$ cat src/rtl/hazard_pkg.sv
// hazard_pkg
// Shared types and constants for the pipeline hazard control unit.
//   md_state_t          : mul/div scoreboard FSM states (IDLE/BUSY/DONE)
//   REG_X0              : architectural zero register index
//   MD_LATENCY_DEFAULT  : default mul/div BUSY duration in cycles
//   src_match()         : "this source operand is read and names rd"
package hazard_pkg;

    typedef enum logic [1:0] {
        IDLE = 2'd0,
        BUSY = 2'd1,
        DONE = 2'd2
    } md_state_t;

    localparam logic [4:0]  REG_X0             = 5'd0;
    localparam int unsigned MD_LATENCY_DEFAULT = 4;

    function automatic logic src_match(input logic       uses,
                                       input logic [4:0] rs,
                                       input logic [4:0] rd);
        return uses && (rs == rd);
    endfunction

endpackage

$ cat src/rtl/hazard_control_unit_md_scoreboard.sv
// md_scoreboard
// One-entry scoreboard for the multi-cycle mul/div unit.
//   clk, rst_n  : clock, synchronous active-low reset
//   issue       : mul/div instruction entering EX (accepted only in IDLE)
//   issue_rd    : its destination register
//   busy        : unit occupied (BUSY or DONE)
//   done        : one-cycle writeback strobe (DONE state)
//   pending     : md_rd is still unwritten and is not x0
//   md_rd       : destination of the in-flight operation
module md_scoreboard
    import hazard_pkg::*;
#(
    parameter int unsigned MD_LATENCY = MD_LATENCY_DEFAULT
) (
    input  logic       clk,
    input  logic       rst_n,
    input  logic       issue,
    input  logic [4:0] issue_rd,
    output logic       busy,
    output logic       done,
    output logic       pending,
    output logic [4:0] md_rd
);

    localparam int unsigned CNT_W = $clog2(MD_LATENCY) + 1;

    md_state_t          state;
    logic [CNT_W-1:0]   cnt;

    // BUSY lasts MD_LATENCY cycles: cnt is loaded with MD_LATENCY-1 and
    // the DONE transition is taken on the cycle cnt reads zero.
    always_ff @(posedge clk) begin
        if (!rst_n) begin
            state <= IDLE;
            cnt   <= '0;
            md_rd <= '0;
        end else begin
            case (state)
                IDLE: begin
                    if (issue) begin
                        md_rd <= issue_rd;
                        cnt   <= CNT_W'(MD_LATENCY - 1);
                        state <= BUSY;
                    end
                end
                BUSY: begin
                    if (cnt == '0) begin
                        state <= DONE;
                    end else begin
                        cnt <= cnt - 1'b1;
                    end
                end
                DONE: begin
                    state <= IDLE;
                end
                default: begin
                    state <= IDLE;
                end
            endcase
        end
    end

    always_comb begin
        busy    = (state != IDLE);
        done    = (state == DONE);
        // x0 never carries a value, so it never blocks a reader or writer.
        pending = busy && (md_rd != REG_X0);
    end

endmodule

$ cat src/rtl/hazard_control_unit.sv
// hazard_control_unit
// Stall/flush controller for the 5-stage RISC-V pipeline. Detects hazards
// that forwarding cannot resolve (load-use, mul/div RAW/WAW, mul/div
// structural) and steers PC/IF-ID enables, ID/EX bubble and branch flushes.
//   clk, rst_n                    : clock, synchronous active-low reset
//   ifId_Rs1/Rs2, UsesRs1/UsesRs2 : ID-stage source operands
//   ifId_Rd, ifId_RegWrite        : ID-stage destination
//   ifId_MdOp                     : ID instruction is mul/div
//   idEx_Rd, idEx_MemRead         : EX-stage destination / load flag
//   idEx_MdOp                     : EX instruction is mul/div (issue point)
//   ex_BranchTaken                : branch/jump taken in EX
//   pc_Write, ifId_Write          : pipeline front-end enables
//   idEx_Bubble                   : zero control bits entering ID/EX
//   ifId_Flush, idEx_Flush        : branch flush controls
//   md_busy, md_done, md_Rd       : mul/div scoreboard status
// Optional: HAZARD_PERF_CNT_EN adds stall_cycles[31:0], a saturating count
// of stalled cycles that were not overridden by a taken branch.
module hazard_control_unit
    import hazard_pkg::*;
#(
    parameter int unsigned MD_LATENCY = MD_LATENCY_DEFAULT
) (
    input  logic        clk,
    input  logic        rst_n,
    input  logic [4:0]  ifId_Rs1,
    input  logic [4:0]  ifId_Rs2,
    input  logic        ifId_UsesRs1,
    input  logic        ifId_UsesRs2,
    input  logic [4:0]  ifId_Rd,
    input  logic        ifId_RegWrite,
    input  logic        ifId_MdOp,
    input  logic [4:0]  idEx_Rd,
    input  logic        idEx_MemRead,
    input  logic        idEx_MdOp,
    input  logic        ex_BranchTaken,
    output logic        pc_Write,
    output logic        ifId_Write,
    output logic        idEx_Bubble,
    output logic        ifId_Flush,
    output logic        idEx_Flush,
    output logic        md_busy,
    output logic        md_done,
    output logic [4:0]  md_Rd
`ifdef HAZARD_PERF_CNT_EN
    ,
    output logic [31:0] stall_cycles
`endif
);

    logic md_pending;
    logic load_use;
    logic md_raw;
    logic md_waw;
    logic md_struct;
    logic stall;

    md_scoreboard #(
        .MD_LATENCY(MD_LATENCY)
    ) u_md_scoreboard (
        .clk      (clk),
        .rst_n    (rst_n),
        .issue    (idEx_MdOp),
        .issue_rd (idEx_Rd),
        .busy     (md_busy),
        .done     (md_done),
        .pending  (md_pending),
        .md_rd    (md_Rd)
    );

    // Pending stays true through DONE: the register file is only written
    // at the end of DONE, so readers are released the cycle after.
    always_comb begin
        load_use  = idEx_MemRead && (idEx_Rd != REG_X0) &&
                    (src_match(ifId_UsesRs1, ifId_Rs1, idEx_Rd) ||
                     src_match(ifId_UsesRs2, ifId_Rs2, idEx_Rd));
        md_raw    = md_pending &&
                    (src_match(ifId_UsesRs1, ifId_Rs1, md_Rd) ||
                     src_match(ifId_UsesRs2, ifId_Rs2, md_Rd));
        md_waw    = md_pending && ifId_RegWrite && (ifId_Rd == md_Rd);
        md_struct = ifId_MdOp && md_busy;
        stall     = load_use || md_raw || md_waw || md_struct;
    end

    // A taken branch squashes the stalled instruction anyway, so it wins
    // and lets the PC move to the branch target.
    always_comb begin
        pc_Write    = 1'b1;
        ifId_Write  = 1'b1;
        idEx_Bubble = 1'b0;
        ifId_Flush  = 1'b0;
        idEx_Flush  = 1'b0;
        if (ex_BranchTaken) begin
            ifId_Flush = 1'b1;
            idEx_Flush = 1'b1;
        end else if (stall) begin
            pc_Write    = 1'b0;
            ifId_Write  = 1'b0;
            idEx_Bubble = 1'b1;
        end
    end

`ifdef HAZARD_PERF_CNT_EN
    logic [31:0] stall_cnt;

    always_ff @(posedge clk) begin
        if (!rst_n) begin
            stall_cnt <= '0;
        end else if (stall && !ex_BranchTaken && (stall_cnt != '1)) begin
            stall_cnt <= stall_cnt + 32'd1;
        end
    end

    assign stall_cycles = stall_cnt;
`endif

endmodule
$ cat config.mk
export PLATFORM = sky130hd
export DESIGN_NAME = hazard_control_unit
export DESIGN_NICKNAME = d
export VERILOG_FILES = /design/src/rtl/hazard_pkg.sv /design/src/rtl/hazard_control_unit_md_scoreboard.sv /design/src/rtl/hazard_control_unit.sv
export SDC_FILE = /design/constraint.sdc
export NUM_CORES = 1
export LEC_CHECK = 0
export BUFFER_PORTS_ARGS = -buffer_cell sky130_fd_sc_hd__buf_2
export CAP_MARGIN = 30
export CORE_MARGIN = 2
export CORE_UTILIZATION = 33
export DETAILED_ROUTE_END_ITERATION = 8
export GPL_TIMING_DRIVEN = 0
export PLACE_DENSITY = 0.67
export RECOVER_POWER = 25
export SLEW_MARGIN = 10
export SYNTH_ARGS = -nofsm -noshare
export SYNTH_HDL_FRONTEND = slang
export SYNTH_SLANG_ARGS = --single-unit
export TNS_END_PERCENT = 10
$ cat constraint.sdc
create_clock -name clk -period 2.25 [get_ports clk]
set_clock_uncertainty 0.1 [all_clocks]
set_input_delay 0.45 -clock clk [delete_from_list [all_inputs] [get_ports clk]]
set_output_delay 0.45 -clock clk [all_outputs]
set_load 0.02 [all_outputs]
-- Word-level counts from Yosys, hierarchy flattened
Cells that the tools add are included.
- register bits after elaboration: 10
- bits of input ports: 29
- word-level logic and storage cells: 50
- equal/unequal tests: 10
- multiplexer cells: 11
- reduce and logical (&&, ||, !) cells: 25
- add/subtract/negate cells: 1
- operators by type and width (cell ; number):
    == test 5 bit ; 5
    logical AND 1 bit ; 11
    nonzero test 5 bit ; 2
    two-way mux 3 bit ; 2
    case mux 3 bit (2 select lines) ; 1
    logical OR 1 bit ; 5
    two-way mux 1 bit ; 5
    two-way mux 2 bit ; 2
    inequality test 2 bit (second input constant) ; 2
    case mux 2 bit (2 select lines) ; 1
    AND reduction 2 bit ; 2
    nonzero test 2 bit ; 2
    zero test 3 bit ; 1
    AND reduction 3 bit ; 1
    subtractor 3 x 1 -> 3 bit (second input constant) ; 1
    == test 2 x 1 -> 1 bit (second input constant) ; 1
    == test 2 bit (second input constant) ; 1
    zero test 2 bit ; 1
    inequality test 2 x 1 -> 1 bit (second input constant) ; 1

-- Depth between registers and ports, before layout
Gate-level depths: netlist (run 1).
- depth in word-level cells: 9
- depth in mapped cells: 7

-- By module
Synthesis (run 1) repeated with hierarchy kept, for this count alone.
- cell total of the unflattened synthesis: 97
- area, all modules: 859.6 sq um
- modules (own cells, without submodules) (module ; cells each ; instances ; area each (sq um) ; seq. area each (sq um)):
    md_scoreboard ; 50 ; 1 ; 493.0 ; 200.2
    hazard_control_unit ; 47 ; 1 ; 366.6 ; 0.0

-- Least setup slack after synthesis (run 1)
Ideal clock, no wire load.
- path kind: register to output
- start: register u_md_scoreboard.md_rd[1]
- end: output port idEx_Bubble
- data required time: 1.700 ns
- cell stages (with the launch flop): 7
- path slack: -0.005 ns
- arrival time: 1.705 ns
- cells stage by stage: dfxtp_1 buf_2 xor2_1 nor4_2 a41o_1 a21oi_1 o31ai_1
- cells in the longest elaborated chain, start to end: 9
- elaborated cells on any way between the ends: 16
- classes of those cells: eq/ne: 3; mux: 2; reduce/logical: 11
- RTL lines (element ; line ; text):
    start, declared ; hazard_control_unit_md_scoreboard.sv:22 ; output logic [4:0] md_rd
    start signal, assigned ; hazard_control_unit_md_scoreboard.sv:41 ; md_rd <= issue_rd;
    == test 5 bit ; hazard_pkg.sv:21 ; return uses && (rs == rd);
    logical AND 1 bit ; hazard_pkg.sv:21 ;
    logical OR 1 bit ; hazard_control_unit.sv:77 ; (src_match(ifId_UsesRs1, ifId_Rs1, md_Rd) ||
    logical AND 1 bit ; hazard_control_unit.sv:76 ; md_raw = md_pending &&
    logical OR 1 bit ; hazard_control_unit.sv:81 ; stall = load_use || md_raw || md_waw || md_struct;
    logical OR 1 bit * (2 in series) ; hazard_control_unit.sv:81 ;
    two-way mux 1 bit * ; hazard_control_unit.sv:95 ; end else if (stall) begin
    two-way mux 1 bit * ; hazard_control_unit.sv:92 ; if (ex_BranchTaken) begin
    end, declared ; hazard_control_unit.sv:38 ; output logic idEx_Bubble,
Every way passes the cells marked *; elsewhere a longest branch is shown, timed or not.

-- Final worst setup path (run 1)
- start: register u_md_scoreboard.md_rd[3]
- end: output port pc_Write
- cells in the longest elaborated chain, start to end: 9
- elaborated cells on any way between the ends: 16
- classes of those cells: eq/ne: 3; mux: 2; reduce/logical: 11
- RTL lines (element ; line ; text):
    == test 5 bit ; hazard_pkg.sv:21 ;
    logical AND 1 bit ; hazard_pkg.sv:21 ;
    logical OR 1 bit ; hazard_control_unit.sv:77 ;
    logical AND 1 bit ; hazard_control_unit.sv:76 ;
    logical OR 1 bit ; hazard_control_unit.sv:81 ;
    logical OR 1 bit * (2 in series) ; hazard_control_unit.sv:81 ;
    two-way mux 1 bit * ; hazard_control_unit.sv:95 ;
    two-way mux 1 bit * ; hazard_control_unit.sv:92 ;
    end, declared ; hazard_control_unit.sv:36 ; output logic pc_Write,
Marked as above.

==> results of run 1 <==
[power by group]
| group | internal [mW] | switching (mW) |
|---|---|---|
| Sequential | 0.193 | 0.0149 |
| Combinational | 0.0993 | 0.110 |
| Clock | 0.0611 | 0.0498 |
| Total | 0.353 | 0.174 |
[final cells by class]
class | count | area, um^2 | share of cell area
Buffer | 6 | 46.29 | 0.04205
Clock buffer | 3 | 22.52 | 0.02045
Inverter | 5 | 18.77 | 0.01705
Multi-Input combinational cell | 79 | 555.5 | 0.5045
Sequential cell | 10 | 206.4 | 0.1875
Tap cell | 30 | 37.54 | 0.03409
Timing Repair Buffer | 42 | 214.0 | 0.1943
[per-layer routing]
| layer | GRT usage | routed length, um | vias up |
|---|---|---|---|
| met1 | 0.1730 | 879 | 380 |
| met5 | 0 | 0 | - |
| met3 | 0.01667 | 117 | 2 |
| met2 | 0.2785 | 984 | 25 |
| li1 | - | - | 426 |
| met4 | 0.03750 | 19 | 0 |
[worst max-delay path: stages (launching register included)]
cell and delay [ns]:
dfxtp_4 0.37, xor2_1 0.17, nor4_2 0.26, a41o_1 0.20, a21oi_2 0.05, o31a_1 0.25
buf_4 0.13, buf_4 0.15
[kinds of logic after synthesis]
family | Yosys count
xor+xnor | 26
flops | 10
buf+inv | 14
compound gates | 15
simple gates | 36
fa+ha+maj | 2
[state kept, by name, summed over array words and instances, names as in the netlist]
| register | count |
|---|---|
| u_md_scoreboard.md_rd | 5 |
| u_md_scoreboard.cnt | 3 |
| u_md_scoreboard.state | 2 |
[path summary, 6_finish.rpt]
kind	slack [ns]	endpoint	cells after the start	startpoint
worst min-delay path	0.38	u_md_scoreboard.cnt[1]$_SDFFE_PN0P_	2	rst_n
worst min register to register	0.38	u_md_scoreboard.cnt[0]$_SDFFE_PN0P_	1	u_md_scoreboard.cnt[0]$_SDFFE_PN0P_
worst max register to register	0.73	u_md_scoreboard.cnt[2]$_SDFFE_PN0P_	7	u_md_scoreboard.cnt[0]$_SDFFE_PN0P_
worst max-delay path	-0.13	pc_Write	7	u_md_scoreboard.md_rd[3]$_SDFFE_PN0P_
[what timing repair did]
action | 4_1_cts | 5_1_grt
endpoints found under the setup margin | 3 | 3
buffers inserted | 2 | 0
gates cloned | 0 | 0
gates resized for setup | 6 | 2
pin swaps | 2 | 1
[stage by stage]
step / setup WS (ns) / hold slack [ns]
CTS: -0.1470 / 0.3758
detailed placement: -0.08295 / 0.3745
floorplan: -0.005454 / 0.3402
finish: -0.1312 / 0.3788
global placement: -0.06280 / 0.3635
global route: -0.2159 / 0.3966
[Yosys cell counts]
cell,number,area share
buf_2,5,0.030
a211oi_1,1,0.0091
xor2_1,5,0.053
nor4_2,1,0.015
and2_1,1,0.0076
nor2b_1,3,0.023
o311a_1,1,0.012
o22ai_2,1,0.015
ha_1,2,0.030
nor3_1,3,0.018
buf_6,1,0.014
o2111ai_1,1,0.011
a21boi_0,3,0.027
nor2_1,4,0.018
inv_1,5,0.023
xnor2_1,21,0.22
dfxtp_1,10,0.24
buf_4,3,0.027
a21oi_1,3,0.018
and2b_1,1,0.0091
and3_1,1,0.0076
o211ai_1,1,0.0091
o31a_1,1,0.011
or4_1,1,0.0091
a41o_1,1,0.012
nand4_1,4,0.030
o22ai_1,1,0.0076
o31ai_1,1,0.0091
nand2_1,17,0.077
==> run metrics, run 1 <==
Final Setup Violations 3; multiplexer share of the synthesized area 0; largest family of logic cells by synthesized area XOR/XNOR gates; Vias/cell 4.760; Yosys cell types 29; leading cell type in the layout, fill and taps excluded buf_2; clk root buf clkbuf_4; fin nets 178; outcome finished, violations left; Die X 53.99 um; CP Class flop to output pin; failing checks negative setup slack; clk sink count 10; CTS Hold Buffers Added 0; setup TNS -0.1827 ns; XOR/XNOR Fraction of Synth Area 0.2762; Simple-Gate Fraction of Synth Area 0.2155; Reg clk slew, reported paths 0.06 ns; Syn Nets 134; Final WS setup -0.1312 ns; Data arrival, critical path 1.83 ns; first-pass GRT wire length 3167 um; layout cell share with drive strength beyond 1 0.3793; Hold Path Class input pin to flop; First-pass DRT Iterations 2; Tcrit/Tclk final 1.058; dpl hpwl about 1700 um; TritonCTS clock tree yes; fmax 420.0 MHz; cells after synthesis 103; Final ANT Viol Nets 0; Post-Synth Adder-Cell Area 0.03035; Core Util, Final 0.4527; sequential-to-total area share from yosys stat 0.2428; commonest non-fill, non-tap cells in the layout buf_2, xnor2_1, nand2_1; worst-margin pin slew 0.2875 ns; final total power 0.5274 mW; P per Cell Area 479.0 nW/um^2; Worst EP required 1.70 ns; Initial Utilization 0.3390; height of the die 53.99 um; DP Area 1062 um^2; synthesized flop and latch total 10; critical path peak fanout 6; crit path launch type flop; synth warn 0; mean post-synth cell area 8.005 um^2; crit path time final 2.381 ns; CTS Buf Count 3; port buffer count 40; initial antenna violation count 0; core footprint 2432 um^2; Max Cap Violations 0; # fillers 246; Synth Area in Compound Gates 0.1411; Layout area overhead 33.54%; gr usage total 0.1470; unrepaired setup endpoints after global routing true; DRT iter0 DRCs 3; leakage 0.4974 nW; DRC viols 0; placement row count 18; vias in the first global route 806; relative slew slack 0.8076; IO Pins 41; via count 833; synthesized area approximately 800 um^2; Final Cell Area 1101 um^2; Max VDD drop 0.2747 mV; CTS max path bufs 2; grt total ovfl 0; largest net degree at the start of global routing 11; Avg WL per Cell 11.42 um; dpl cells 173; Max Slew Vio Count 0; CP endpoint kind output pin; die area 2914 um^2; clk_lat worst skew 0.25 ns; H-tree depth 1; Total Wirelength 1999 um; Placer Congestion 0.7571; final-report hold violation count 0; Ant. Diodes 0; Non-Filler Instances ~180
Note: power is estimated with default switching activity, not from simulation.
==> inputs of run 2 (changes only) <==
--- a/config.mk
+++ b/config.mk
@@ -14,4 +14,5 @@
 export PLACE_DENSITY = 0.67
 export RECOVER_POWER = 25
+export SKIP_LAST_GASP = 1
 export SLEW_MARGIN = 10
 export SYNTH_ARGS = -nofsm -noshare
==> constraint.sdc (replaced) <==
create_clock -name clk -period 2.25 [get_ports clk]
set_clock_uncertainty 0.1 [all_clocks]
set_input_delay 0.225 -clock clk [delete_from_list [all_inputs] [get_ports clk]]
set_output_delay 0.225 -clock clk [all_outputs]
set_load 0.02 [all_outputs]
==> run 2 against run 1 <==
Critical path type unchanged. Register-to-register slack barely moved. Maximum frequency is 10% higher. Combinational power is essentially flat. Worst setup slack better by 0.22 ns. Highest routed layer is now met3. The run now ends clean. Critical path depth unchanged. First-iteration DRC count grew 100%. Largest power group unchanged. Non-clock buffer count did not move. Final area is 0.34% higher. Largest cell class unchanged.
==> run metrics, run 2 (synthesized netlist as in run 1, its figures left out) <==
leading cell type in the layout, fill and taps excluded buf_2; clk_lat worst skew about 0.25 ns; fmax 462.1 MHz; Final ANT Viol Nets 0; DRT iter0 DRCs 6; Data arrival, critical path 1.84 ns; Worst path depth 7; core footprint 2432 um^2; fin nets 178; clk root buf clkbuf_4; crit path launch type flop; final-report hold violation count 0; Critical path buffers and inverters 2; Worst R2R Path Depth 7; Tcrit/Tclk final 0.9617; Critical-path top delay cell dfxtp_4; largest net degree at the start of global routing 11; Max VDD drop 0.2772 mV; Vias/cell 4.766; IO Pins ~40; port buffer count 40; Min-Delay Path Depth 2; R2R Setup Slk 0.72 ns; Max Cap Violations 0; outcome finished clean; via count 834; crit path time final about 2.2 ns; dpl hpwl 1682 um; Worst EP required 1.92 ns; Max Slew Vio Count 0; critical register-to-register path endpoint u_md_scoreboard.cnt[2]$_SDFFE_PN0P_; H-tree depth 1; grt total ovfl 0; clk sink count 10; Initial Utilization 0.3390; Die X about 54 um; dpl cells 173; max FFs per register 5; First-pass DRT Iterations 2; first-pass GRT wire length 3111 um; DRC viols 0; commonest non-fill, non-tap cells in the layout buf_2, xnor2_1, nand2_1; Critical Path Start u_md_scoreboard.md_rd[3]$_SDFFE_PN0P_; reg-to-reg critical path startpoint u_md_scoreboard.cnt[0]$_SDFFE_PN0P_; layout cell share with drive strength beyond 1 0.3793; die area 2914 um^2; Placer Congestion ~0.76; initial antenna violation count 0; largest registers u_md_scoreboard.md_rd: 5 flops, u_md_scoreboard.cnt: 3 flops, u_md_scoreboard.state: 2 flops; Non-Filler Instances 175; gr usage total 0.1442; CP endpoint kind output pin; CTS Hold Buffers Added 0; CTS Buf Count 3; Hold Path Class input pin to flop; unrepaired setup endpoints after global routing false; relative slew slack 0.8063; leakage 0.4983 nW; TritonCTS clock tree yes; Ant. Diodes 0; hold_sp rst_n; most flop-heavy register u_md_scoreboard.md_rd; Core Util, Final 0.4542; Avg WL per Cell around 11 um; height of the die around 54 um; # fillers ~250; setup TNS 0 ns; CP top delay family compound AO/OA/AOI/OAI gates; CP Class flop to output pin; worst-margin pin slew ~0.29 ns; critical path peak fanout 6; Final Setup Violations 0; Layout area overhead 33.99%; worst path cell trace xor2_1 > nor4_2 > a41o_1 > a21oi_2 > o31a_1 > buf_4 > buf_2; P per Cell Area 478.3 nW/um^2; Worst Hold End u_md_scoreboard.cnt[1]$_SDFFE_PN0P_; CP max stage delay 0.37 ns; vias in the first global route 796; placement row count 18; CTS max path bufs 2; Total Wirelength approximately 2000 um; Reg clk slew, reported paths 0.06 ns
run 2: cell types whose count changed in the layout (fill, tap and decap cells not counted):
| cell | change |
|---|---|
| xnor2_1 | -1 |
| clkbuf_1 | +1 |
| clkbuf_4 | -1 |
| xnor2_2 | +1 |
run 2: how the worst max path moves through the flow:
stage / end
after floorplan: idEx_Bubble
after global placement: pc_Write
after detailed placement: pc_Write
after CTS: pc_Write
after global routing: pc_Write
final: pc_Write
run 2: per-stage QoR:
stage / power [mW] / instance area (um^2) / hold slack, ns / setup WS (ns)
floorplan: 0.3446 / 824.5 / 0.2562 / 0.2195
global placement: 0.4119 / 1062 / 0.3635 / 0.2615
detailed placement: 0.4169 / 1062 / 0.3745 / 0.2569
CTS: 0.5281 / 1080 / 0.1508 / 0.01318
global route: 0.5704 / 1105 / 0.1716 / 0.001223
finish: 0.5285 / 1105 / 0.1538 / 0.08611
run 2: where the power goes:
| part | switching [mW] | internal, mW | total, mW | leakage (nW) |
|---|---|---|---|---|
| registers | 0.0154 | 0.193 | 0.208 | 0.0838 |
| clock network | 0.0498 | 0.0611 | 0.111 | 0.0138 |
| logic | 0.110 | 0.0999 | 0.210 | 0.401 |
| total | 0.175 | 0.354 | 0.528 | 0.498 |
run 2: layer usage:
metal / GRT usage / share of wire / wire length, um
met1: 0.1681 / 0.43 / 853
met5: 0 / 0 / 0
met2: 0.2805 / 0.51 / 1026
met3: 0.01667 / 0.057 / 114
met4: 0.02500 / 0 / 0
run 2: cell type report:
cell class,instances,area (um^2),share of cell area
Inverter,5,18.77,0.01699
Sequential cell,10,206.4,0.1869
Tap cell,30,37.54,0.03398
Buffer,6,46.29,0.04190
Clock buffer,3,22.52,0.02039
Timing Repair Buffer,42,210.2,0.1903
Multi-Input combinational cell,79,563.0,0.5096
run 2: timing repair:
item	CTS	global route
pin swaps	1	2
endpoints found under the setup margin	1	3
setup buffers	0	2
resized for setup	0	8
gates cloned	0	0
